--- config.mk ---
export PLATFORM = sky130hd
export DESIGN_NAME = approx_mult_sweep_ctrl
export DESIGN_NICKNAME = d
export VERILOG_FILES = /design/src/rtl/approx_mult_sweep_ctrl.sv
export SDC_FILE = /design/constraint.sdc
export NUM_CORES = 1
export LEC_CHECK = 0
export BUFFER_PORTS_ARGS = -buffer_cell sky130_fd_sc_hd__clkbuf_2
export CAP_MARGIN = 20
export CORE_MARGIN = 3
export CORE_UTILIZATION = 52
export CTS_CLUSTER_DIAMETER = 80
export DETAILED_ROUTE_END_ITERATION = 12
export GPL_ROUTABILITY_DRIVEN = 0
export HOLD_SLACK_MARGIN = 0.1
export PLACE_DENSITY = 0.77
export RECOVER_POWER = 50
export SLEW_MARGIN = 20
export SYNTH_ARGS = -nofsm -noshare
export SYNTH_HDL_FRONTEND = slang
export SYNTH_SLANG_ARGS = --single-unit
--- constraint.sdc ---
create_clock -name clk -period 5.54 [get_ports clk]
set_input_delay 0.277 -clock clk [delete_from_list [all_inputs] [get_ports clk]]
set_output_delay 0.277 -clock clk [all_outputs]
set_load 0.05 [all_outputs]
--- src/rtl/approx_mult_sweep_ctrl.sv ---
`default_nettype none
// ============================================================================
// Module      : approx_mult_sweep_ctrl
// Description : Self-test sequencer for a W-bit approximate multiplier. It
//               drives every operand pair (2^(2W) of them) into the multiplier,
//               compares each result with the exact product and accumulates
//               the error statistics for software to read back.
//
// Ports
//   clk          in   1     clock, rising edge
//   rst_n        in   1     asynchronous active-low reset
//   start        in   1     begin a sweep (accepted only in IDLE or DONE)
//   busy         out  1     sweep in progress
//   done         out  1     results valid, held until the next accepted start
//   mult_a       out  W     operand A to the multiplier (idx upper half)
//   mult_b       out  W     operand B to the multiplier (idx lower half)
//   mult_c       in   2W    multiplier result
//   err_count    out  2W+1  number of pairs with approx != exact
//   abs_err_sum  out  4W    sum of |approx - exact|
//   max_abs_err  out  2W    maximum |approx - exact|
//   rel_err_sum  out  6W    sum of (|diff| << 2W) / exact, Q(4W).(2W)
//                           (only with APPROX_SWEEP_MRED_EN)
//
// Configuration macro
//   APPROX_SWEEP_MRED_EN : adds a restoring serial divider, the DIV state and
//                          the rel_err_sum port.
//
// Revision    : 1.0  initial release
// ============================================================================
module approx_mult_sweep_ctrl #(
    parameter int W      = 4,
    parameter int SETTLE = 1
) (
    input  logic               clk,
    input  logic               rst_n,
    input  logic               start,
    output logic               busy,
    output logic               done,
    output logic [W-1:0]       mult_a,
    output logic [W-1:0]       mult_b,
    input  logic [2*W-1:0]     mult_c,
    output logic [2*W:0]       err_count,
    output logic [4*W-1:0]     abs_err_sum,
    output logic [2*W-1:0]     max_abs_err
`ifdef APPROX_SWEEP_MRED_EN
    ,
    output logic [6*W-1:0]     rel_err_sum
`endif
);

    localparam int c_PW  = 2 * W;
    localparam int c_SCW = (SETTLE > 1) ? $clog2(SETTLE) : 1;
    localparam logic [c_SCW-1:0] c_SETTLE_LAST = c_SCW'(SETTLE - 1);

    typedef enum logic [2:0] {
        S_IDLE    = 3'd0,
        S_APPLY   = 3'd1,
        S_CAPTURE = 3'd2,
        S_ACCUM   = 3'd3,
        S_DONE    = 3'd4
`ifdef APPROX_SWEEP_MRED_EN
        ,
        S_DIV     = 3'd5
`endif
    } state_t;

    state_t             r_state;
    state_t             w_state_next;

    logic [c_PW-1:0]    r_idx;
    logic [c_SCW-1:0]   r_settle_cnt;
    logic [c_PW-1:0]    r_diff;

    logic [c_PW-1:0]    w_exact;
    logic [c_PW-1:0]    w_diff;
    logic [c_PW-1:0]    w_idx_inc;
    logic               w_accept;
    logic               w_idx_last;

    assign w_exact    = c_PW'(mult_a) * c_PW'(mult_b);
    // Unsigned magnitude of the error; never wraps.
    assign w_diff     = (mult_c >= w_exact) ? (mult_c - w_exact) : (w_exact - mult_c);
    assign w_idx_inc  = r_idx + c_PW'(1);
    assign w_accept   = start && ((r_state == S_IDLE) || (r_state == S_DONE));
    assign w_idx_last = &r_idx;

`ifdef APPROX_SWEEP_MRED_EN
    localparam int c_QW  = 4 * W;
    localparam int c_DCW = $clog2(c_QW);
    localparam logic [c_DCW-1:0] c_DIV_LAST = c_DCW'(c_QW - 1);

    // Restoring divider: r_dq starts as the dividend (diff << 2W) and, as its
    // bits are shifted into the remainder, quotient bits are shifted in from
    // the bottom. After 4W steps r_dq holds the full quotient.
    logic [c_PW-1:0]    r_exact;
    logic [c_PW-1:0]    r_rem;
    logic [c_QW-1:0]    r_dq;
    logic [c_DCW-1:0]   r_div_cnt;

    logic [c_PW:0]      w_trial;
    logic [c_PW:0]      w_sub;
    logic               w_ge;

    assign w_trial = {r_rem, r_dq[c_QW-1]};
    assign w_ge    = (w_trial >= {1'b0, r_exact});
    assign w_sub   = w_trial - {1'b0, r_exact};
`endif

    // ------------------------------------------------------------------
    // State register
    // ------------------------------------------------------------------
    always_ff @(posedge clk or negedge rst_n) begin
        if (!rst_n) begin
            r_state <= S_IDLE;
        end else begin
            r_state <= w_state_next;
        end
    end

    // ------------------------------------------------------------------
    // Next-state logic
    // ------------------------------------------------------------------
    always_comb begin
        w_state_next = r_state;
        case (r_state)
            S_IDLE, S_DONE: begin
                if (start) begin
                    w_state_next = S_APPLY;
                end
            end
            S_APPLY: begin
                if (r_settle_cnt == c_SETTLE_LAST) begin
                    w_state_next = S_CAPTURE;
                end
            end
            S_CAPTURE: begin
`ifdef APPROX_SWEEP_MRED_EN
                // Exact product of zero has no defined relative error.
                w_state_next = (w_exact != '0) ? S_DIV : S_ACCUM;
`else
                w_state_next = S_ACCUM;
`endif
            end
`ifdef APPROX_SWEEP_MRED_EN
            S_DIV: begin
                if (r_div_cnt == c_DIV_LAST) begin
                    w_state_next = S_ACCUM;
                end
            end
`endif
            S_ACCUM: begin
                w_state_next = w_idx_last ? S_DONE : S_APPLY;
            end
            default: begin
                w_state_next = S_IDLE;
            end
        endcase
    end

    // ------------------------------------------------------------------
    // Datapath: index, operands, capture and accumulators
    // ------------------------------------------------------------------
    always_ff @(posedge clk or negedge rst_n) begin
        if (!rst_n) begin
            r_idx        <= '0;
            r_settle_cnt <= '0;
            r_diff       <= '0;
            mult_a       <= '0;
            mult_b       <= '0;
            busy         <= 1'b0;
            done         <= 1'b0;
            err_count    <= '0;
            abs_err_sum  <= '0;
            max_abs_err  <= '0;
`ifdef APPROX_SWEEP_MRED_EN
            r_exact      <= '0;
            r_rem        <= '0;
            r_dq         <= '0;
            r_div_cnt    <= '0;
            rel_err_sum  <= '0;
`endif
        end else begin
            case (r_state)
                S_IDLE, S_DONE: begin
                    if (w_accept) begin
                        r_idx        <= '0;
                        r_settle_cnt <= '0;
                        mult_a       <= '0;
                        mult_b       <= '0;
                        busy         <= 1'b1;
                        done         <= 1'b0;
                        err_count    <= '0;
                        abs_err_sum  <= '0;
                        max_abs_err  <= '0;
`ifdef APPROX_SWEEP_MRED_EN
                        rel_err_sum  <= '0;
`endif
                    end
                end
                S_APPLY: begin
                    if (r_settle_cnt != c_SETTLE_LAST) begin
                        r_settle_cnt <= r_settle_cnt + c_SCW'(1);
                    end
                end
                S_CAPTURE: begin
                    r_diff <= w_diff;
`ifdef APPROX_SWEEP_MRED_EN
                    r_exact   <= w_exact;
                    r_rem     <= '0;
                    r_dq      <= {w_diff, {c_PW{1'b0}}};
                    r_div_cnt <= '0;
`endif
                end
`ifdef APPROX_SWEEP_MRED_EN
                S_DIV: begin
                    r_rem     <= w_ge ? w_sub[c_PW-1:0] : w_trial[c_PW-1:0];
                    r_dq      <= {r_dq[c_QW-2:0], w_ge};
                    r_div_cnt <= r_div_cnt + c_DCW'(1);
                end
`endif
                S_ACCUM: begin
                    if (r_diff != '0) begin
                        err_count   <= err_count + (c_PW + 1)'(1);
                        abs_err_sum <= abs_err_sum + (4 * W)'(r_diff);
                        if (r_diff > max_abs_err) begin
                            max_abs_err <= r_diff;
                        end
                    end
`ifdef APPROX_SWEEP_MRED_EN
                    // r_dq only holds a quotient when the DIV state ran.
                    if (r_exact != '0) begin
                        rel_err_sum <= rel_err_sum + (6 * W)'(r_dq);
                    end
`endif
                    if (w_idx_last) begin
                        busy <= 1'b0;
                        done <= 1'b1;
                    end else begin
                        r_idx        <= w_idx_inc;
                        mult_a       <= w_idx_inc[c_PW-1:W];
                        mult_b       <= w_idx_inc[W-1:0];
                        r_settle_cnt <= '0;
                    end
                end
                default: begin
                end
            endcase
        end
    end

endmodule
`default_nettype wire
# Word level (Yosys, flattened, before mapping)
# Index checks and enable logic that the tools add are counted.
[totals] ff_bits=63 input_bits=11 output_inout_bits=43 word_cells=76
[op_classes] add_sub_neg=6 n_mul=1 magnitude_cmp=2 eq_ne=11 mux=31 reduce_logical=14
[ops] operator="8-bit 2-to-1 mux" n=5
[ops] operator="16-bit 2-to-1 mux" n=2
[ops] operator="16-bit case mux with 2 select lines" n=1
[ops] operator="8-bit case mux with 2 select lines" n=2
[ops] operator="9-bit 2-to-1 mux" n=2
[ops] operator="9-bit case mux with 2 select lines" n=1
[ops] operator="16-bit by 8-bit adder with 16-bit output" n=1
[ops] operator="4-bit case mux with 2 select lines" n=2
[ops] operator="8-bit subtractor" n=2
[ops] operator="2-bit inequality test, second input constant" n=7
[ops] operator="4-bit 2-to-1 mux" n=3
[ops] operator="3-bit case mux with 4 select lines" n=1
[ops] operator="3-bit AND reduction" n=4
[ops] operator="9-bit by 1-bit adder with 9-bit output, second input constant" n=1
[ops] operator="3-bit 2-to-1 mux" n=3
[ops] operator="8-bit by 1-bit adder with 8-bit output, second input constant" n=1
[ops] operator="8-bit greater-or-equal comparator" n=1
[ops] operator="8-bit > comparator" n=1
[ops] operator="4-bit by 4-bit multiplier with 8-bit output" n=1
[ops] operator="8-bit AND reduction" n=1
[ops] operator="8-bit nonzero test" n=1
[ops] operator="3-bit by 2-bit equality test with 1-bit output, second input constant" n=2
[ops] operator="1-bit 2-to-1 mux" n=6
[ops] operator="1-bit case mux with 2 select lines" n=2
[ops] operator="12 further kinds" n=12

# Logic depth before layout (Yosys ltp)
# Gate-level depths: netlist of run 1.
[depth] ltp_word=5 depth_mapped=17 ltp_nobuf=17

# Worst setup path after synthesis of run 1
# Ideal clock, no wire load.
[synth_timing] path_type="flip-flop to flip-flop" start="register mult_a[0]" end="register r_diff[4]" setup_ns=0.128 arrival_time_ns=4.170 required_ns=5.412 path_slack_ns=1.242 path_stages_with_launch=18 n_path_buf=1 period_less_slack_ns=4.298 cell_sequence="dfrtp_1 > nand2_1 > fa_1 > inv_1 > fa_1 > inv_1 > fa_1 > inv_1 > a21oi_1 > o21bai_1 > xor2_1 > ha_1 > clkbuf_1 > a21oi_1 > a21boi_0 > or3_1 > o21ai_0 > nand3_1"
[synth_via] elab_chain_len=3 word_cells_on_any_way=5 classes_between="add/sub (2); mul (1); order compare (1); mux (1)"
[synth_rtl] item="start: declaration" line_no="39" text="output logic [W-1:0] mult_a,"
[synth_rtl] item="start signal: assignment" line_no="240" text="mult_a <= w_idx_inc[c_PW-1:W];"
[synth_rtl] item="4-bit by 4-bit multiplier with 8-bit output (*)" line_no="80" text="assign w_exact = c_PW'(mult_a) * c_PW'(mult_b);"
[synth_rtl] item="8-bit subtractor or 8-bit greater-or-equal comparator (tied branches)" line_no="82" text="assign w_diff = (mult_c >= w_exact) ? (mult_c - w_exact) : (w_exact - mult_c);"
[synth_rtl] item="8-bit 2-to-1 mux (*)" line_no="82"
[synth_rtl] item="end signal: assignment" line_no="206" text="r_diff <= w_diff;"
[synth_rtl] item="end: declaration" line_no="72" text="logic [c_PW-1:0] r_diff;"
# Every way passes the cells marked *; elsewhere a longest branch is shown, timed or not.
# A chain may end at the register's enable or synchronous reset.

# Worst setup path in the final report of run 1
[layout_timing] start="register mult_a[0]" end="register r_diff[7]"
# The elaborated chain is that of the path after synthesis.

==> out/results.ini, run 1 <==
[pwr]
p_sw_share_pct = 53.8
peakVddDrop_uv = 213
p_leak_nw = 2.25
comb_power_share_pct = 57.4
internal_power_uw = 980
p_seq_share_pct = 31.4
p_clk_share_pct = 11.3
p_per_area_nw_per_um2 = 451
p_sw_mw = 1.14

[sta]
setup_ws_ns = 1.14
max_slew_margin_pct = -95.5
hold_slack_ns = 0.163
max_clock_freq_ghz = 0.228
worst_slew_pin_slew_ns = 2.93
rsz0062_at_grt = false
timing.final.crit_share_pct = 79.3
hold_violations = 0
fin_worst_skew_ns = 0.0118
drv_slew = 55
fin_crit_ns = 4.40
tns_ns = 0
final-setup-viol-count = 0

[route]
antenna_left = 0
drc = 0
drt-initial-drc-count = 164
via_count = 3893
firstDrtPassIters = 5
routed_wl_um = 10000
wire_per_inst_um = 15.4
avgViaCountPerCell = 5.99

[logic_synthesis]
async_flop_share_pct = 100
netlist_area_sq_um = 4310
synthAdderAreaFrac_pct = 16.3
yosys-mux-area-fraction_pct = 0.696
synth_edf_count = 0
syn-num-nets = 569
synthDistinctLibCells = 52
ys_ff_latch = 54
synthFlopType = dfrtp_1
synthSimpleGateAreaFrac_pct = 25.9
syn_inst = 506
synth_compound_area_share_pct = 16.5
yosys.area.top_type = dfrtp_1
avgSynthCellArea_sq_um = 8.53
synth_top_area_share_pct = 31.3
seq_area_frac_synth_pct = 31.3
netlist_top_cells_area = dfrtp_1 (31%), ha_1 (13%), nand2_1 (5.0%)
synthXorXnorAreaFrac_pct = 3.65
synth_top_family_by_area = simple AND/OR/NAND/NOR gates
yosysWarnings = 0

[floorplan]
die_h_um = 97.1
coreArea_sq_um = 7890
die_w_um = 97.1
start_util_pct = 54.7
io_pins = 54
die-area_sq_um = 9430
rows = 32

[layout]
diodes = 0
fin_util_pct = 59.6
drive_above_1_share_pct = 9.85
fin_nets = 610
fill_cells = 739
syn_to_final_growth_pct = 8.96

[place]
port_buffers = 53
dp_hpwl_um = 7480
pre_cts_ws_ns = 1.19

[clock_network]
htreeDepth = 2
numCtsBuffers = 5
hold_buffers = 0
cts_root_buf = clkbuf_8
clkTransAtPathRegs_ns = 0.10
clock_latency_ns = 0.31
clock_sinks = 54
clock_path_buffers = 2
cts_tree = done
post-cts-setup-buffers = 0
postCtsResizedCells = 0

[setup_path]
startpoint_type = flip-flop
worst_setup_path_end_kind = flip-flop
path_max_fanout = 10
critical_path_arrival_ns = 4.63
path_class = reg -> reg
reg2reg_depth = 16
required_ns = 5.78

[global_routing]
grt_start_max_net_pins = 55
grt_overflow = 0
track_usage_pct = 21.4
grt_pass1_vias = 3741
antenna_found_initial = 0
grt_pass1_wl_um = 17300

[hold_path]
hp-class = in -> reg
min_path_cells = 2

[flow_run]
cap_violations = 1

[outcome]
run_status = finished, violations left
failed_checks = capacitance limit, slew limit

-- path summary, 6_finish.rpt --
| kind | startpoint | endpoint | slack (ns) |
|---|---|---|---|
| setup / recovery | mult_a[0] | r_diff[7] | 1.14 |
| hold / removal | start | r_state[2] | 0.16 |
| setup reg to reg | mult_a[0] | r_diff[7] | 1.14 |
| hold reg to reg | busy | busy | 0.52 |
| max in group asynchronous | rst_n | r_diff[1] | 2.87 |
| min in group asynchronous | rst_n | max_abs_err[5] | 1.00 |
-- Yosys cell counts, types with 3 or more instances --
master    count
nor3b_1       6
nor2_1       36
ha_1         45
o31ai_1       9
a21oi_1      30
a21o_1       11
mux2i_1       3
a211oi_1     11
or4_1         6
nand3_1      22
and3_1        6
nor4_1        8
and2_1       17
nor3_1       10
xnor2_1       9
a311o_1       8
dfrtp_1      54
and4_1       10
nand4_1      13
o21ai_0      25
nand3b_1      4
buf_2         3
clkbuf_1     13
inv_1        37
fa_1          7
xor2_1        9
nand2_1      58
-- metrics by stage --
stage	power, mW	instance area, sq um	std cells
6_report	2.12	4700	650
5_1_grt	2.30	4700	650
4_1_cts	2.13	4720	650
3_5_place_dp	1.89	4630	642
3_3_place_gp	1.84	4630	642
2_1_floorplan	1.61	4310	506
-- layout make-up --
class	instances	area, sq um	area share, %
inverters	37	139	2.95
multi-input cells	394	2730	58.1
clock buffers	6	82.6	1.76
repair buffers	55	251	5.35
clock inverters	2	16.3	0.346
flip-flops and latches	54	1350	28.7
well taps	102	128	2.71
-- cell families after synthesis --
logic type / count (synthesis)
adder cells (fa/ha/maj): 52
flip-flops: 54
AO/OA/AOI/OAI: 110
XOR/XNOR: 18
multiplexers: 3
buffers and inverters: 58
AND/OR/NAND/NOR: 211
-- power groups by stage --
stage	clock [mW]	combinational, mW	sequential, mW
after floorplan	0	0.768	0.846
after global placement	0	1.18	0.660
after detailed placement	0	1.22	0.670
after CTS	0.245	1.22	0.663
after global routing	0.263	1.35	0.685
final	0.239	1.22	0.666
-- registers in the layout, summed over array words and instances (netlist names) --
register,cells
r_diff,8
done,1
mult_b,3
r_idx,1
abs_err_sum,16
max_abs_err,8
busy,1
r_state,3
err_count,9
mult_a,4
-- cell usage in the layout (no fill, tap or decap), types with 3 or more instances in the layout --
cell type,n
nand4_1,13
nand3b_1,4
a21o_1,11
clkbuf_2,33
nor2_1,36
or4_1,6
and4_1,10
a21oi_1,30
nor3_1,10
clkbuf_1,21
nand2_1,58
o21ai_0,25
and2_1,17
mux2i_1,3
nor3b_1,4
xor2_1,9
dfrtp_1,54
and3_1,6
nor4_1,8
a311o_1,8
ha_1,45
xnor2_1,9
inv_1,37
nand3_1,22
a211oi_1,11
clkbuf_8,6
o31ai_1,9
fa_1,7
-- worst max-delay path: stages, from the launching register on --
cell and delay [ns]:
dfrtp_1 0.49, nand2_1 0.14, fa_1 0.56, inv_1 0.06, fa_1 0.56, inv_1 0.06, fa_1 0.45, inv_1 0.07
a21oi_1 0.06, o21bai_1 0.15, xor2_1 0.20, ha_1 0.36, a21oi_1 0.19, a21boi_0 0.12, nor3_1 0.48, o21ai_0 0.23
nand3_1 0.14
-- metal layers --
metal  vias up  GRT usage [%]  routed length (um)
met4         0           6.37                 142
met1      1881           28.6                4530
li1       1897              -                   -
met2       103           35.9                4880
met3        12           3.23                 452
met5         -              0                   0
Note: power is estimated with default switching activity, not from simulation.
==> run 2, diff against run 1 <==
==> constraint.sdc (replaced) <==
create_clock -name clk -period 4.2 [get_ports clk]
set_input_delay 0.21 -clock clk [delete_from_list [all_inputs] [get_ports clk]]
set_output_delay 0.21 -clock clk [all_outputs]
set_load 0.05 [all_outputs]
==> run 2 against run 1 <==
Compared with the run above:
- count of clock-buffer cells in the layout unchanged
- clock power is 26% higher
- largest cell class unchanged
- clock skew is 0.0038 ns higher
- combinational power up 35%
- the flow still finishes with violations (capacitance limit, slew limit)
- sequential power rose by 30%
- worst hold slack better by 0.20 ns
- routed wire length increased by 1.9%
- worst setup slack got worse by 0.95 ns
- via count increased by 1.9%
- global-route usage down 0.17 points
- die area did not move
- core utilization grew 1.1 points
==> out/results.ini, run 2 (synthesized netlist as in run 1, its figures left out) <==
[setup_path]
path_class = reg -> reg  ; unchanged
slowest_stage = fa_1  ; unchanged
required_ns = 4.35  ; was 5.78 ns
path_buf_inv = 3  ; unchanged
worst_setup_path_end_kind = flip-flop  ; unchanged
cp_slowest_stage_delay_ns = 0.56  ; about the same
critical-path-top-delay-family = adder cells  ; unchanged
startpoint_type = flip-flop  ; unchanged
path_cells = nand2_1 > fa_1 > inv_1 > fa_1 > inv_1 > fa_1 > inv_1 > a21oi_1 > o21bai_1 > xor2_1 > ha_4 > a21oi_1 > a21boi_0 > or3_4 > nand2_1 > a31oi_1  ; was nand2_1 > fa_1 > inv_1 > fa_1 > inv_1 > fa_1 > inv_1 > a21oi_1 > o21bai_1 > xor2_1 > ha_1 > a21oi_1 > a21boi_0 > nor3_1 > o21ai_0 > nand3_1
critical_path_arrival_ns = 4.15  ; was 4.63 ns
path_max_fanout = 10  ; unchanged
reg2reg_slack_ns = 0.20  ; was 1.14 ns

[route]
via_count = 3966  ; was 3893
drc = 0  ; unchanged
firstDrtPassIters = 5  ; unchanged
drt-initial-drc-count = 196  ; was 164
avgViaCountPerCell = 6.01  ; was 5.99
antenna_left = 0  ; unchanged
routed_wl_um = 10200  ; was 10000 um
wire_per_inst_um = 15.4  ; about the same

[clock_network]
clock_path_buffers = 2  ; unchanged
htreeDepth = 2  ; unchanged
clock_latency_ns = 0.31  ; about the same
cts_root_buf = clkbuf_8  ; unchanged
numCtsBuffers = 5  ; unchanged
clock_sinks = 54  ; unchanged
cts_tree = done  ; unchanged
clkTransAtPathRegs_ns = 0.11  ; was 0.10 ns

[sta]
setup_ws_ns = 0.197  ; was 1.14 ns
drv_slew = 55  ; unchanged
final-setup-viol-count = 0  ; unchanged
timing.final.crit_share_pct = 95.3  ; was 79.3%
tns_ns = 0  ; unchanged
max_clock_freq_ghz = 0.250  ; was 0.228 GHz
hold_violations = 0  ; unchanged
worst_slew_pin_slew_ns = 2.91  ; was 2.93 ns
fin_worst_skew_ns = 0.0156  ; was 0.0118 ns
hold_slack_ns = 0.366  ; was 0.163 ns
max_slew_margin_pct = -94.2  ; was -95.5%
fin_crit_ns = 4.00  ; was 4.40 ns
rsz0062_at_grt = false  ; unchanged

[global_routing]
use_met3_pct = 2.58  ; was 3.23%
track_usage_pct = 21.2  ; was 21.4%
grt_overflow = 0  ; unchanged
antenna_found_initial = 0  ; unchanged
grt_pass1_vias = 3683  ; was 3741
busiest_layer = met2  ; unchanged
gr-usage-met1_pct = 29.8  ; was 28.6%
grt_pass1_wl_um = 17200  ; was 17300 um
grtUsageMet2_pct = 34.8  ; was 35.9%
grt_start_max_net_pins = 55  ; unchanged

[layout]
seqCellArea_sq_um = 1360  ; was 1350 sq um
drive_above_1_share_pct = 12.0  ; was 9.85%
top_register = abs_err_sum  ; unchanged
syn_to_final_growth_pct = 11.0  ; was 8.96%
largest_reg_flops = 16  ; unchanged
fill_cells = 714  ; was 739
layout_common_cells = nand2_1 (58), dfrtp_1 (50), ha_1 (44)  ; was nand2_1 (58), dfrtp_1 (54), ha_1 (45)
multi_input_area_sq_um = 2750  ; was 2730 sq um
reg_top3 = abs_err_sum x16, err_count x9  ; unchanged
fin_nets = 620  ; was 610
final_common_cell = nand2_1  ; unchanged
diodes = 0  ; unchanged

[floorplan]
die_w_um = 97.1  ; unchanged
coreArea_sq_um = 7890  ; unchanged
start_util_pct = 54.7  ; unchanged
io_pins = 54  ; unchanged
die_h_um = 97.1  ; unchanged
die-area_sq_um = 9430  ; unchanged
rows = 32  ; unchanged

[place]
pre_cts_ws_ns = 0.0526  ; was 1.19 ns
port_buffers = 53  ; unchanged
dp_hpwl_um = 7480  ; about the same

[pwr]
p_leak_nw = 2.29  ; was 2.25 nW
peakVddDrop_uv = 363  ; was 213 uV
p_per_area_nw_per_um2 = 587  ; was 451 nW/um^2

[flow_run]
cap_violations = 1  ; unchanged

[outcome]
failed_checks = capacitance limit, slew limit  ; unchanged
run_status = finished, violations left  ; unchanged

[hold_path]
hp-class = in -> reg  ; unchanged

==> run 2: changes by cell type in the layout (fill, tap and decap cells not counted), sizes merged <==
cell / previous run / this run
dlygate4sd3: 0 / 2
buf: 1 / 9
clkinv: 0 / 1
clkinvlp: 1 / 0
==> run 2: worst paths after layout <==
| kind | cells after the start | end | from |
|---|---|---|---|
| setup / recovery | 16 | r_diff[1] | mult_a[0] |
| hold / removal | 4 | r_diff[0] | mult_c[0] |
| setup reg to reg | 16 | r_diff[1] | mult_a[0] |
| hold reg to reg | 2 | done | done |
| max in group asynchronous | 3 | mult_b[2] | rst_n |
| min in group asynchronous | 3 | max_abs_err[4] | rst_n |
==> run 2: what timing repair did <==
action | in CTS | in global routing
setup endpoints to repair | 0 | 7
gates resized for setup | 0 | 3
hold buffers | 2 | 0
hold endpoints to repair | 55 | 0
buffers inserted | 0 | 3
==> run 2: area by class of cell <==
class,count,share of cell area (%)
clock buffer,6,1.51
clock inverter,2,0.287
inverter,37,2.90
multi-input combinational,394,57.4
sequential,54,28.3
tap,102,2.66
timing repair buffer,65,6.92
==> run 2: routing by layer <==
metal  part of all wire, %  vias up
li1                      -     1925
met2                    48      134
met4                   1.7        0
met3                   6.0       23
met5                     0        -
met1                    44     1884
==> run 2: where the power goes <==
part	internal (mW)	switching, mW
Sequential	0.665	0.198
Combinational	0.514	1.13
Clock	0.120	0.182
Total	1.30	1.51
==> run 2: through the flow <==
step / power [mW] / instance area [sq um] / utilization [%] / std cells
after global placement: 2.44 / 4670 / 59.2 / 647
after floorplan: 2.13 / 4320 / - / 506
after global routing: 3.05 / 4790 / 60.7 / 660
after detailed placement: 2.50 / 4670 / 59.2 / 647
after CTS: 2.80 / 4770 / 60.5 / 657
final: 2.81 / 4790 / 60.7 / 660
==> run 2: worst min-delay path: stages <==
cell	delay [ns]
clkbuf_2	0.10
inv_1	0.06
ha_1	0.17
o21ai_0	0.09
